`src/rtl/receiver_core.sv`:
```
// UART receive stage: two-flop input synchroniser, start-bit glitch check,
// LSB-first data sampling at bit centres, and stop-bit framing check.
module receiver_core #(
  parameter int DATA_WIDTH          = 8,
  parameter int BIT_COUNTER_WIDTH   = 3,
  parameter int CLOCK_COUNTER_WIDTH = 9,
  parameter int CLOCKS_PER_BIT      = 434
) (
  input  logic                  i_clock,
  input  logic                  i_resetL,
  input  logic                  i_RX,
  output logic [DATA_WIDTH-1:0] o_data,
  output logic                  o_valid,
  output logic                  o_frame_error,
  output logic                  o_busy
);

  // state | meaning
  // IDLE  | line idle, waiting for a low rx_s
  // START | waiting half a bit to confirm the start bit
  // DATA  | sampling data bits at bit centres
  // STOP  | sampling the stop bit at its centre
  typedef enum logic [1:0] {IDLE, START, DATA, STOP} state_t;

  localparam logic [CLOCK_COUNTER_WIDTH-1:0] HALF_M1  = CLOCK_COUNTER_WIDTH'(CLOCKS_PER_BIT/2 - 1);
  localparam logic [CLOCK_COUNTER_WIDTH-1:0] BIT_M1   = CLOCK_COUNTER_WIDTH'(CLOCKS_PER_BIT - 1);
  localparam logic [BIT_COUNTER_WIDTH-1:0]   LAST_BIT = BIT_COUNTER_WIDTH'(DATA_WIDTH - 1);

  state_t                         state, state_next;
  logic                           rx_m, rx_s;
  logic [CLOCK_COUNTER_WIDTH-1:0] clk_cnt;
  logic [BIT_COUNTER_WIDTH-1:0]   bit_cnt;
  logic [DATA_WIDTH-1:0]          shreg;

  logic half_done, bit_done, last_bit;
  logic cnt_clr, cnt_inc, bit_clr, bit_inc, shift_en, valid_set, err_set;

  assign half_done = (clk_cnt == HALF_M1);
  assign bit_done  = (clk_cnt == BIT_M1);
  assign last_bit  = (bit_cnt == LAST_BIT);

  // Synchroniser resets to the idle line level so reset never looks like a start bit.
  always_ff @(posedge i_clock or negedge i_resetL) begin
    if (!i_resetL) begin
      rx_m <= 1'b1;
      rx_s <= 1'b1;
    end else begin
      rx_m <= i_RX;
      rx_s <= rx_m;
    end
  end

  always_ff @(posedge i_clock or negedge i_resetL) begin
    if (!i_resetL) state <= IDLE;
    else           state <= state_next;
  end

  always_comb begin
    state_next = state;
    case (state)
      IDLE:  if (!rx_s) state_next = START;
      START: if (half_done) state_next = rx_s ? IDLE : DATA;
      DATA:  if (bit_done && last_bit) state_next = STOP;
      STOP:  if (bit_done) state_next = IDLE;
      default: state_next = IDLE;
    endcase
  end

  always_comb begin
    cnt_clr   = 1'b0;
    cnt_inc   = 1'b0;
    bit_clr   = 1'b0;
    bit_inc   = 1'b0;
    shift_en  = 1'b0;
    valid_set = 1'b0;
    err_set   = 1'b0;
    case (state)
      IDLE: begin
        cnt_clr = 1'b1;
        bit_clr = 1'b1;
      end
      START: begin
        if (half_done) cnt_clr = 1'b1;
        else           cnt_inc = 1'b1;
      end
      DATA: begin
        if (bit_done) begin
          cnt_clr  = 1'b1;
          shift_en = 1'b1;
          if (last_bit) bit_clr = 1'b1;
          else          bit_inc = 1'b1;
        end else begin
          cnt_inc = 1'b1;
        end
      end
      STOP: begin
        if (bit_done) begin
          cnt_clr   = 1'b1;
          valid_set = rx_s;
          err_set   = !rx_s;
        end else begin
          cnt_inc = 1'b1;
        end
      end
      default: begin
        cnt_clr = 1'b1;
        bit_clr = 1'b1;
      end
    endcase
  end

  always_ff @(posedge i_clock or negedge i_resetL) begin
    if (!i_resetL) begin
      clk_cnt       <= '0;
      bit_cnt       <= '0;
      shreg         <= '0;
      o_data        <= '0;
      o_valid       <= 1'b0;
      o_frame_error <= 1'b0;
      o_busy        <= 1'b0;
    end else begin
      if (cnt_clr)      clk_cnt <= '0;
      else if (cnt_inc) clk_cnt <= clk_cnt + 1'b1;
      if (bit_clr)      bit_cnt <= '0;
      else if (bit_inc) bit_cnt <= bit_cnt + 1'b1;
      if (shift_en)     shreg   <= {rx_s, shreg[DATA_WIDTH-1:1]};
      if (valid_set)    o_data  <= shreg;
      o_valid       <= valid_set;
      o_frame_error <= err_set;
      o_busy        <= (state_next != IDLE);
    end
  end

endmodule

```
`config.mk`:
```
export PLATFORM = sky130hd
export DESIGN_NAME = receiver_core
export DESIGN_NICKNAME = d
export VERILOG_FILES = /design/src/rtl/receiver_core.sv
export SDC_FILE = /design/constraint.sdc
export NUM_CORES = 1
export LEC_CHECK = 0
export ABC_AREA = 1
export ABC_CLOCK_PERIOD_IN_PS = 1920
export CAP_MARGIN = 20
export CELL_PAD_IN_SITES_DETAIL_PLACEMENT = 0
export CELL_PAD_IN_SITES_GLOBAL_PLACEMENT = 1
export CORE_MARGIN = 5
export CORE_UTILIZATION = 43
export DETAILED_ROUTE_END_ITERATION = 8
export PLACE_DENSITY_LB_ADDON = 0.1
export RECOVER_POWER = 50
export SLEW_MARGIN = 20
export SYNTH_ARGS = -nofsm -noshare
export SYNTH_HDL_FRONTEND = slang
export SYNTH_SLANG_ARGS = --single-unit
```
`constraint.sdc`:
```
create_clock -name i_clock -period 1.92 [get_ports i_clock]
set_clock_uncertainty 0.05 [all_clocks]
set_input_delay 0.384 -clock i_clock [delete_from_list [all_inputs] [get_ports i_clock]]
set_output_delay 0.384 -clock i_clock [all_outputs]
set_load 0.1 [all_outputs]
```
==> summary.txt, run 1 <==
Layout
  • Layout cells sized above 1: 0.211
  • Fillers: 347
  • Reg area: 878 um^2
  • Final Net Count: 201
  • Ant diodes: 0
  • P&R area growth vs syn: 19.4%
  • Final Cell Area: 0.00191 mm^2
  • Area of the multi-input gates: 601 um^2

Worst setup path
  • Most frequent CP cell: nand2_1
  • Buf/Inv on CP: 2
  • CP cell instances: inv_1 > ha_1 > nand2_1 > nor2_2 > nand2_4 > inv_2 > nand3_4 > nand2_1 > o21ai_2
  • Critical path launch point: clk_cnt[1]
  • Startpoint types: register
  • R2R setup slack: 0.30 ns
  • Cell family with most CP delay: simple AND/OR/NAND/NOR gates
  • RR Startpoint: clk_cnt[1]
  • Largest stage delay on the critical path: 0.40 ns
  • WP data arrival: 1.73 ns
  • CP required: 2.03 ns
  • Max FO, Critical Path: 17
  • Kind of critical path: register to register
  • Slowest CP cell: dfrtp_1
  • CP endpoint kind: register

Placement
  • Placer Congestion: 0.721
  • DPL Wire Length: 2010 um
  • Port Buf Inserts: 13
  • Placed cell area: 0.00188 mm^2

Yosys
  • Post-synthesis sequential area ratio: 0.549
  • Synth top area share: 0.516
  • Netlist cell types: 24
  • Synth Instances: 174
  • Synth top area cells: dfrtp_1 52%, nand2_1 10%, inv_1 5.4%
  • Syn_nets: 182
  • #FFs+latches synth: 35
  • Syn avg cell area: 9.19 um^2
  • Yosys warns: 0
  • Mapped cell area: 0.00160 mm^2
  • Post-synth top area cell: dfrtp_1

Clock network
  • Post-CTS Setup Bufs: 0
  • CTS clock-pin slew for the worst setup and hold paths: 0.07 ns
  • Clock Sink Count: 35
  • Hold-fix buffers at CTS: 0
  • Post-CTS Resized: 0
  • Root Driver: clkbuf_8
  • Worst-Skew Late Latency: 0.28 ns
  • Clock tree buffer depth: 2
  • CTS buffer count: 5
  • CTS tree: yes
  • H-Tree Level Count: 2

Die
  • Io pins: 14
  • Vert. Die Dim: 71.0 um
  • Die W: 71.0 um
  • Starting Density: 0.440
  • Site Rows: 22
  • Core area: 0.00363 mm^2
  • Die Area: 0.00504 mm^2

Pwr
  • Power Dens Cells: 659 mW/mm^2
  • Worst VDD drop: 0.000513 V
  • Int Pwr: 0.000999 W
  • Net Sw Power: 0.000259 W
  • Comb power frac: 0.014
  • Clock power share: 0.395
  • Switch share: 0.206
  • Leak Pwr: 0.975 nW
  • Sequential cell fraction of total power: 0.591

Global routing
  • Overall routing resource usage: 0.127
  • Pin count of the biggest net entering global routing: 36
  • Number of global-route vias before repair: 1166
  • First-pass GRT wire length: 5130 um
  • Initial antenna violation count: 0
  • Grt ovf: 0

STA
  • Tmin final: 1.62 ns
  • Crit share post-route: 0.842
  • Tightest Pin Transition: 0.852 ns
  • Setup TNS Final: 0 ns
  • Fmax achieved: 618 MHz
  • RSZ-0062 raised after global routing: no
  • Number of setup violations in the final report: 0
  • Pins Over Slew Limit: 0
  • Rel. slew slack: 0.432
  • Final Hold Viols: 0

Detailed routing
  • DRT iter0 DRCs: 60
  • Drt pass-1 iters: 4
  • WL/cell: 11.2 um
  • Drt drc: 0
  • Detailed-route via count: 1137
  • Via density per instance: 4.70
  • Final ANT Viol Nets: 0
  • Routed Wire Length: 2720 um

Min path
  • HP Start: rx_m
  • Worst hold-check path type: register to register

Job
  • Max Cap Viol: 0

Outcome
  • Outcome: finished clean
-- cell type report --
cell class / instances / share of cell area
clock buffers: 7 / 0.0400
clock inverters: 1 / 0.00262
inverters: 27 / 0.0531
multi-input cells: 110 / 0.315
flip-flops and latches: 35 / 0.460
well taps: 48 / 0.0315
repair buffers: 14 / 0.0983
-- cells by family (layout without fill, tap and decap cells) --
kind of cell | Yosys count | in the layout | share of synthesized area
simple gates | 80 | 80 | 0.235
flops | 35 | 35 | 0.549
buf+inv | 29 | 49 | 0.0751
compound gates | 24 | 24 | 0.0963
fa+ha+maj | 5 | 5 | 0.0391
xor+xnor | 1 | 1 | 0.00548
-- through the flow --
stage,hold WS (ns),utilization,power (W),setup WS [ns],instances
global placement,0.296,0.516,0.000777,0.361,234
global route,0.315,0.525,0.00132,0.138,242
finish,0.306,0.525,0.00126,0.303,242
detailed placement,0.297,0.516,0.000778,0.294,234
CTS,0.307,0.539,0.00128,0.283,242
floorplan,0.0384,-,0.000757,0.434,174
-- path summary, 6_finish.rpt --
kind,to,depth (start not counted)
setup / recovery,o_data[2],9
hold / removal,rx_s,0
setup reg to reg,o_data[2],9
hold reg to reg,rx_s,0
max in group asynchronous,clk_cnt[3],2
min in group asynchronous,clk_cnt[6],2
-- synthesized netlist by cell type --
| cell type | n |
|---|---|
| nor2_1 | 15 |
| nor2_4 | 1 |
| nor3_1 | 3 |
| nor2_2 | 1 |
| a31oi_1 | 1 |
| nand2_2 | 4 |
| nand3_4 | 1 |
| dfrtp_1 | 33 |
| a21boi_0 | 1 |
| nand2_1 | 44 |
| o21ai_2 | 8 |
| xnor2_1 | 1 |
| inv_1 | 23 |
| nand4_1 | 2 |
| nand3_1 | 7 |
| nor2_8 | 1 |
| buf_6 | 1 |
| buf_4 | 1 |
| dfstp_2 | 2 |
| nand2_4 | 1 |
| inv_2 | 4 |
| ha_1 | 5 |
| o21ai_0 | 10 |
| a21oi_1 | 4 |
-- cells in the final DEF, fill, tap and decap left out --
cell,synthesis,layout
nand3_4,1,1
clkinv_2,0,1
clkbuf_1,0,2
nor2_2,1,1
nor2_4,1,1
nand2_4,1,1
nor2_8,1,1
nand2_1,44,44
nor2_1,15,15
nand3_1,7,7
a21oi_1,4,4
a21boi_0,1,1
inv_1,23,23
xnor2_1,1,1
o21ai_0,10,10
clkbuf_2,0,4
clkbuf_8,0,5
ha_1,5,5
dfrtp_1,33,33
a31oi_1,1,1
nand4_1,2,2
dfstp_2,2,2
o21ai_2,8,8
buf_4,1,1
dlygate4sd3_1,0,2
buf_12,0,7
inv_2,4,4
nor3_1,3,3
nand2_2,4,4
-- registers in the layout, summed over array words and instances, names as in the netlist --
signal,cells
clk_cnt,9
o_data,8
shreg,8
bit_cnt,3
state,2
o_busy,1
o_frame_error,1
o_valid,1
rx_m,1
rx_s,1
-- metal layers --
metal | track usage | wire length [um]
met5 | 0 | 0
met2 | 0.204 | 1330
met3 | 0.0469 | 95
met4 | 0.0438 | 39
met1 | 0.157 | 1250
-- power by group through the flow --
stage | Combinational (W) | Clock [W] | Sequential [W]
4_1_cts | 0.0000206 | 0.000518 | 0.000743
6_report | 0.0000175 | 0.000497 | 0.000744
3_5_place_dp | 0.0000206 | 0 | 0.000757
5_1_grt | 0.0000214 | 0.000554 | 0.000743
2_1_floorplan | 0.0000000774 | 0 | 0.000757
3_3_place_gp | 0.0000201 | 0 | 0.000757
Note: power is estimated with default switching activity, not from simulation.
==> run 2, diff against run 1 <==
--- a/config.mk
+++ b/config.mk
@@ -6,12 +6,12 @@
 export NUM_CORES = 1
 export LEC_CHECK = 0
 export ABC_AREA = 1
-export ABC_CLOCK_PERIOD_IN_PS = 1920
+export ABC_CLOCK_PERIOD_IN_PS = 1400
 export CAP_MARGIN = 20
 export CELL_PAD_IN_SITES_DETAIL_PLACEMENT = 0
 export CELL_PAD_IN_SITES_GLOBAL_PLACEMENT = 1
 export CORE_MARGIN = 5
-export CORE_UTILIZATION = 43
+export CORE_UTILIZATION = 39
 export DETAILED_ROUTE_END_ITERATION = 8
 export PLACE_DENSITY_LB_ADDON = 0.1
 export RECOVER_POWER = 50
==> constraint.sdc (replaced) <==
create_clock -name i_clock -period 1.4 [get_ports i_clock]
set_clock_uncertainty 0.05 [all_clocks]
set_input_delay 0.28 -clock i_clock [delete_from_list [all_inputs] [get_ports i_clock]]
set_output_delay 0.28 -clock i_clock [all_outputs]
set_load 0.1 [all_outputs]
==> summary.txt, run 2 (synthesized netlist as in run 1, its figures left out) <==
Outcome
  • Outcome: finished, violations left
  • Failing checks: setup timing

STA
  • Fmax achieved: 675 MHz
  • Final Hold Slack: 0.308 ns
  • Rel. slew slack: 0.429
  • Pins Over Slew Limit: 0
  • Tmin final: 1.48 ns
  • Number of setup violations in the final report: 27
  • Tightest Pin Transition: 0.856 ns
  • Crit share post-route: 1.06
  • Final Hold Viols: 0
  • Setup TNS Final: -0.839 ns
  • RSZ-0062 raised after global routing: yes
  • Setup ws final: -0.0818 ns

Layout
  • Biggest regs: clk_cnt: 9 flops, o_data: 8 flops, shreg: 8 flops
  • Ant diodes: 0
  • Largest Register: clk_cnt
  • Final Net Count: 223
  • Layout cells sized above 1: 0.407
  • Most frequent cells in the layout: 33 x dfrtp_1, 32 x nand2_1, 22 x inv_1
  • Max reg flops: 9
  • Commonest non-fill, non-tap cell in the layout: dfrtp_1
  • P&R area growth vs syn: 45.5%

Worst setup path
  • Slowest CP cell: dfrtp_1
  • Critical path launch point: clk_cnt[0]
  • Buf/Inv on CP: 2
  • Kind of critical path: register to register
  • Largest stage delay on the critical path: 0.43 ns
  • CP cell instances: inv_1 > ha_4 > nand2_2 > nor2_2 > nand2_2 > buf_4 > nor3_2 > nor2_4 > nand2_2
  • Most frequent CP cell: nand2_2
  • CP endpoint kind: register
  • Max FO, Critical Path: 4
  • Cell family with most CP delay: simple AND/OR/NAND/NOR gates
  • WP data arrival: 1.66 ns
  • RR Startpoint: clk_cnt[0]
  • Startpoint types: register
  • CP required: 1.58 ns

Placement
  • Port Buf Inserts: 13
  • Placer Congestion: 0.787
  • DPL Wire Length: 2160 um
  • DP Worst Slack: -0.156 ns

Pwr
  • Comb power frac: 0.014
  • Sequential cell fraction of total power: 0.569
  • Overall power: 0.00180 W
  • Switch share: 0.210
  • Int Pwr: 0.00142 W
  • Net Sw Power: 0.000378 W
  • Worst VDD drop: 0.000629 V
  • Leak Pwr: 1.10 nW
  • Power Dens Cells: 772 mW/mm^2
  • Clock power share: 0.417

Clock network
  • Clock Sink Count: 35
  • H-Tree Level Count: 2
  • CTS tree: yes
  • Clock tree buffer depth: 2
  • CTS clock-pin slew for the worst setup and hold paths: 0.07 ns
  • Root Driver: clkbuf_8
  • Hold-fix buffers at CTS: 0
  • Worst-Skew Late Latency: 0.28 ns
  • CTS buffer count: 5

Global routing
  • Grt ovf: 0
  • Number of global-route vias before repair: 1309
  • Pin count of the biggest net entering global routing: 36
  • First-pass GRT wire length: 5840 um
  • Overall routing resource usage: 0.141
  • Initial antenna violation count: 0

Detailed routing
  • Routed Wire Length: 3320 um
  • Drt pass-1 iters: 4
  • Final ANT Viol Nets: 0
  • Via density per instance: 4.75
  • Drt drc: 0
  • WL/cell: 12.5 um
  • Detailed-route via count: 1264
  • DRT iter0 DRCs: 36

Die
  • Site Rows: 23
  • Die Area: 0.00548 mm^2
  • Io pins: 14
  • Core area: 0.00400 mm^2
  • Die W: 74.0 um
  • Vert. Die Dim: 74.0 um
  • Starting Density: 0.400

Job
  • Max Cap Viol: 0

Min path
  • HP Start: rx_m
  • Worst hold-check path type: register to register
run 2: cell count changes in the layout (fill, tap and decap cells not counted), moves of 5 or more:
cell,delta
nand2_1,-12
nor2_4,+5
o21ai_0,-7
o21ai_1,+5
buf_4,+16
nand2_2,+7
run 2: worst paths after layout:
check,endpoint,slack (ns),cells after the start
max in group asynchronous,shreg[0],0.24,2
setup / recovery,o_busy,-0.08,9
hold / removal,rx_s,0.31,0
setup reg to reg,o_busy,-0.08,9
hold reg to reg,rx_s,0.31,0
min in group asynchronous,o_valid,0.51,2
run 2: power groups by stage:
stage	Sequential, W	Clock [W]	Combinational, W
2_1_floorplan	0.00104	0	0.000000106
3_3_place_gp	0.00104	0	0.0000329
3_5_place_dp	0.00104	0	0.0000333
4_1_cts	0.00102	0.000769	0.0000335
5_1_grt	0.00102	0.000819	0.0000298
6_report	0.00102	0.000749	0.0000247
run 2: through the flow:
| stage | cells | instance area, um^2 | util |
|---|---|---|---|
| final | 266 | 2330 | 0.582 |
| after global routing | 266 | 2330 | 0.582 |
| after detailed placement | 253 | 2030 | 0.508 |
| after floorplan | 174 | 1600 | - |
| after global placement | 253 | 2030 | 0.508 |
| after CTS | 265 | 2270 | 0.567 |
run 2: metal layers:
| layer | vias up | GRT usage | wire length, um |
|---|---|---|---|
| li1 | 630 | - | - |
| met1 | 613 | 0.162 | 1430 |
| met2 | 15 | 0.242 | 1720 |
| met3 | 6 | 0.0446 | 112 |
| met4 | 0 | 0.0584 | 60 |
| met5 | - | 0 | 0 |
run 2: area by class of cell:
class	count	area, um^2
Clock buffer	7	86.3
Clock inverter	1	5.00
Fill cell	342	1670
Inverter	27	109
Multi-Input combinational cell	114	802
Sequential cell	35	878
Tap cell	50	62.6
Timing Repair Buffer	32	384
run 2: worst register-to-register path: stages (launching register included):
cell     delay (ns)
dfrtp_1        0.43
inv_1          0.13
ha_4           0.14
nand2_2        0.05
nor2_2         0.11
nand2_2        0.09
buf_4          0.14
nor3_2         0.18
nor2_4         0.05
nand2_2        0.06
run 2: what timing repair did:
action,in CTS,in global routing
setup buffers,0,1
gates cloned,4,0
pin swaps,12,9
setup endpoints to repair,32,32
gates resized for setup,30,20
endpoints found under the hold margin,0,0
==> run 3, diff against run 2 <==
--- a/config.mk
+++ b/config.mk
@@ -10,12 +10,13 @@
 export CAP_MARGIN = 20
 export CELL_PAD_IN_SITES_DETAIL_PLACEMENT = 0
 export CELL_PAD_IN_SITES_GLOBAL_PLACEMENT = 1
+export CORE_ASPECT_RATIO = 0.6
 export CORE_MARGIN = 5
 export CORE_UTILIZATION = 39
 export DETAILED_ROUTE_END_ITERATION = 8
 export PLACE_DENSITY_LB_ADDON = 0.1
 export RECOVER_POWER = 50
-export SLEW_MARGIN = 20
+export SLEW_MARGIN = 0
 export SYNTH_ARGS = -nofsm -noshare
 export SYNTH_HDL_FRONTEND = slang
 export SYNTH_SLANG_ARGS = --single-unit
==> summary.txt, run 3 (synthesized netlist as in run 1, its figures left out) <==
Placement
  • Port Buf Inserts: 13
  • Placer Congestion: 0.752
  • DPL Wire Length: 2310 um
  • Post-placement cell count: 253

Clock network
  • Clock Sink Count: 35
  • H-Tree Level Count: 2
  • CTS tree: yes
  • Clock tree buffer depth: 2
  • CTS buffer count: 5
  • Root Driver: clkbuf_8
  • CTS clock-pin slew for the worst setup and hold paths: 0.07 ns
  • Worst-Skew Late Latency: 0.28 ns

Die
  • Die W: 92.7 um
  • Die Area: 0.00552 mm^2
  • Io pins: 14
  • Site Rows: 18
  • Core area: 0.00403 mm^2
  • Vert. Die Dim: 59.6 um
  • Starting Density: 0.397

Min path
  • Worst Hold Depth: 0
  • Hold EP: rx_s
  • Worst hold-check path type: register to register
  • HP Start: rx_m

Worst setup path
  • Startpoint types: register
  • Cell family with most CP delay: simple AND/OR/NAND/NOR gates
  • R2R setup slack: -0.09 ns
  • Max FO, Critical Path: 8
  • CP endpoint kind: register
  • Kind of critical path: register to register
  • Buf/Inv on CP: 2
  • WP data arrival: 1.65 ns
  • CP required: 1.55 ns
  • CP cell instances: inv_2 > ha_4 > nand2_4 > nor2_4 > nand2_8 > inv_8 > nand3_4 > o21ai_2
  • Reg2reg path depth: 8
  • Reg2Reg Capture Point: o_data[6]
  • Slowest CP cell: dfrtp_1
  • Largest stage delay on the critical path: 0.39 ns
  • RR Startpoint: clk_cnt[1]

Pwr
  • Leak Pwr: 1.10 nW
  • Worst VDD drop: 0.000431 V
  • Overall power: 0.00184 W
  • Power Dens Cells: 764 mW/mm^2

Layout
  • Commonest non-fill, non-tap cell in the layout: dfrtp_1
  • Fillers: 318
  • Non-Filler Instances: 268
  • Most frequent cells in the layout: 31 x dfrtp_1, 30 x nand2_1, 21 x inv_1
  • Ant diodes: 0
  • Biggest regs: clk_cnt: 9 flops, o_data: 8 flops, shreg: 8 flops
  • Largest Register: clk_cnt
  • Final Net Count: 225
  • Max reg flops: 9
  • P&R area growth vs syn: 50.5%
  • Layout cells sized above 1: 0.468

Global routing
  • Number of global-route vias before repair: 1282
  • Overall routing resource usage: 0.153
  • First-pass GRT wire length: 6380 um
  • Pin count of the biggest net entering global routing: 36
  • GR met2 Demand/Resource: 0.222
  • Met3 Use GR: 0.0419
  • GRT busiest layer: met1
  • Grt ovf: 0
  • Met1 Use GR: 0.226
  • Initial antenna violation count: 0

STA
  • Pins Over Slew Limit: 0
  • Final Hold Viols: 0
  • Number of setup violations in the final report: 29
  • Crit share post-route: 1.07
  • Setup ws final: -0.0921 ns
  • Setup TNS Final: -1.25 ns
  • Fmax achieved: 670 MHz
  • Rel. slew slack: 0.486
  • Final Hold Slack: 0.308 ns
  • RSZ-0062 raised after global routing: yes
  • Tmin final: 1.49 ns
  • Tightest Pin Transition: 0.772 ns

Detailed routing
  • Drt drc: 0
  • Routed Wire Length: 3850 um
  • Final ANT Viol Nets: 0
  • Via density per instance: 4.82
  • WL/cell: 14.4 um
  • Drt pass-1 iters: 4
  • Detailed-route via count: 1292
  • DRT iter0 DRCs: 53

Job
  • Max Cap Viol: 0

Outcome
  • Outcome: finished, violations left
  • Failing checks: setup timing
-- run 3: worst register-to-register path, cell delays in order (launching register included) --
cell	delay (ns)
dfrtp_1	0.39
inv_2	0.08
ha_4	0.13
nand2_4	0.04
nor2_4	0.15
nand2_8	0.15
inv_8	0.11
nand3_4	0.15
o21ai_2	0.17
-- run 3: layer usage --
layer,vias up,part of all wire
li1,644,-
met1,630,0.52
met2,16,0.44
met3,2,0.038
met4,0,0.0029
met5,-,0
-- run 3: layout make-up --
type / count / area, um^2 / share of cell area
Sequential cell: 35 / 881 / 0.366
Multi-Input combinational cell: 115 / 855 / 0.355
Timing Repair Buffer: 33 / 399 / 0.166
Inverter: 27 / 109 / 0.0452
Clock buffer: 8 / 100 / 0.0416
Tap cell: 50 / 62.6 / 0.0260
-- run 3: worst max-delay path by stage --
stage | endpoint | slack, ns | start | cells after the start
3_3_place_gp | o_data[2] | -0.12 | clk_cnt[1] | 9
5_1_grt | o_busy | -0.16 | clk_cnt[1] | 10
3_5_place_dp | o_data[2] | -0.16 | clk_cnt[1] | 9
2_1_floorplan | o_data[6] | -0.06 | clk_cnt[1] | 10
4_1_cts | o_data[6] | -0.09 | clk_cnt[1] | 8
6_report | o_data[6] | -0.09 | clk_cnt[1] | 8
-- run 3: what timing repair did --
action,CTS,global route
endpoints found under the setup margin,32,32
setup buffers,1,1
resized for setup,28,40
hold buffers,0,0
pin swaps,11,19
gates cloned,4,1
-- run 3: power breakdown --
part	internal, W	switching (W)	total, W
sequential	0.00102	0.00000660	0.00102
clock	0.000449	0.000342	0.000791
combinational	0.00000538	0.0000194	0.0000248
-- run 3: metrics by stage --
step | utilization | setup slack [ns] | cell area (um^2)
6_report | 0.597 | -0.0921 | 2410
3_5_place_dp | 0.504 | -0.159 | 2030
5_1_grt | 0.597 | -0.159 | 2410
4_1_cts | 0.565 | -0.0943 | 2280
2_1_floorplan | - | -0.0637 | 1600
3_3_place_gp | 0.504 | -0.120 | 2030
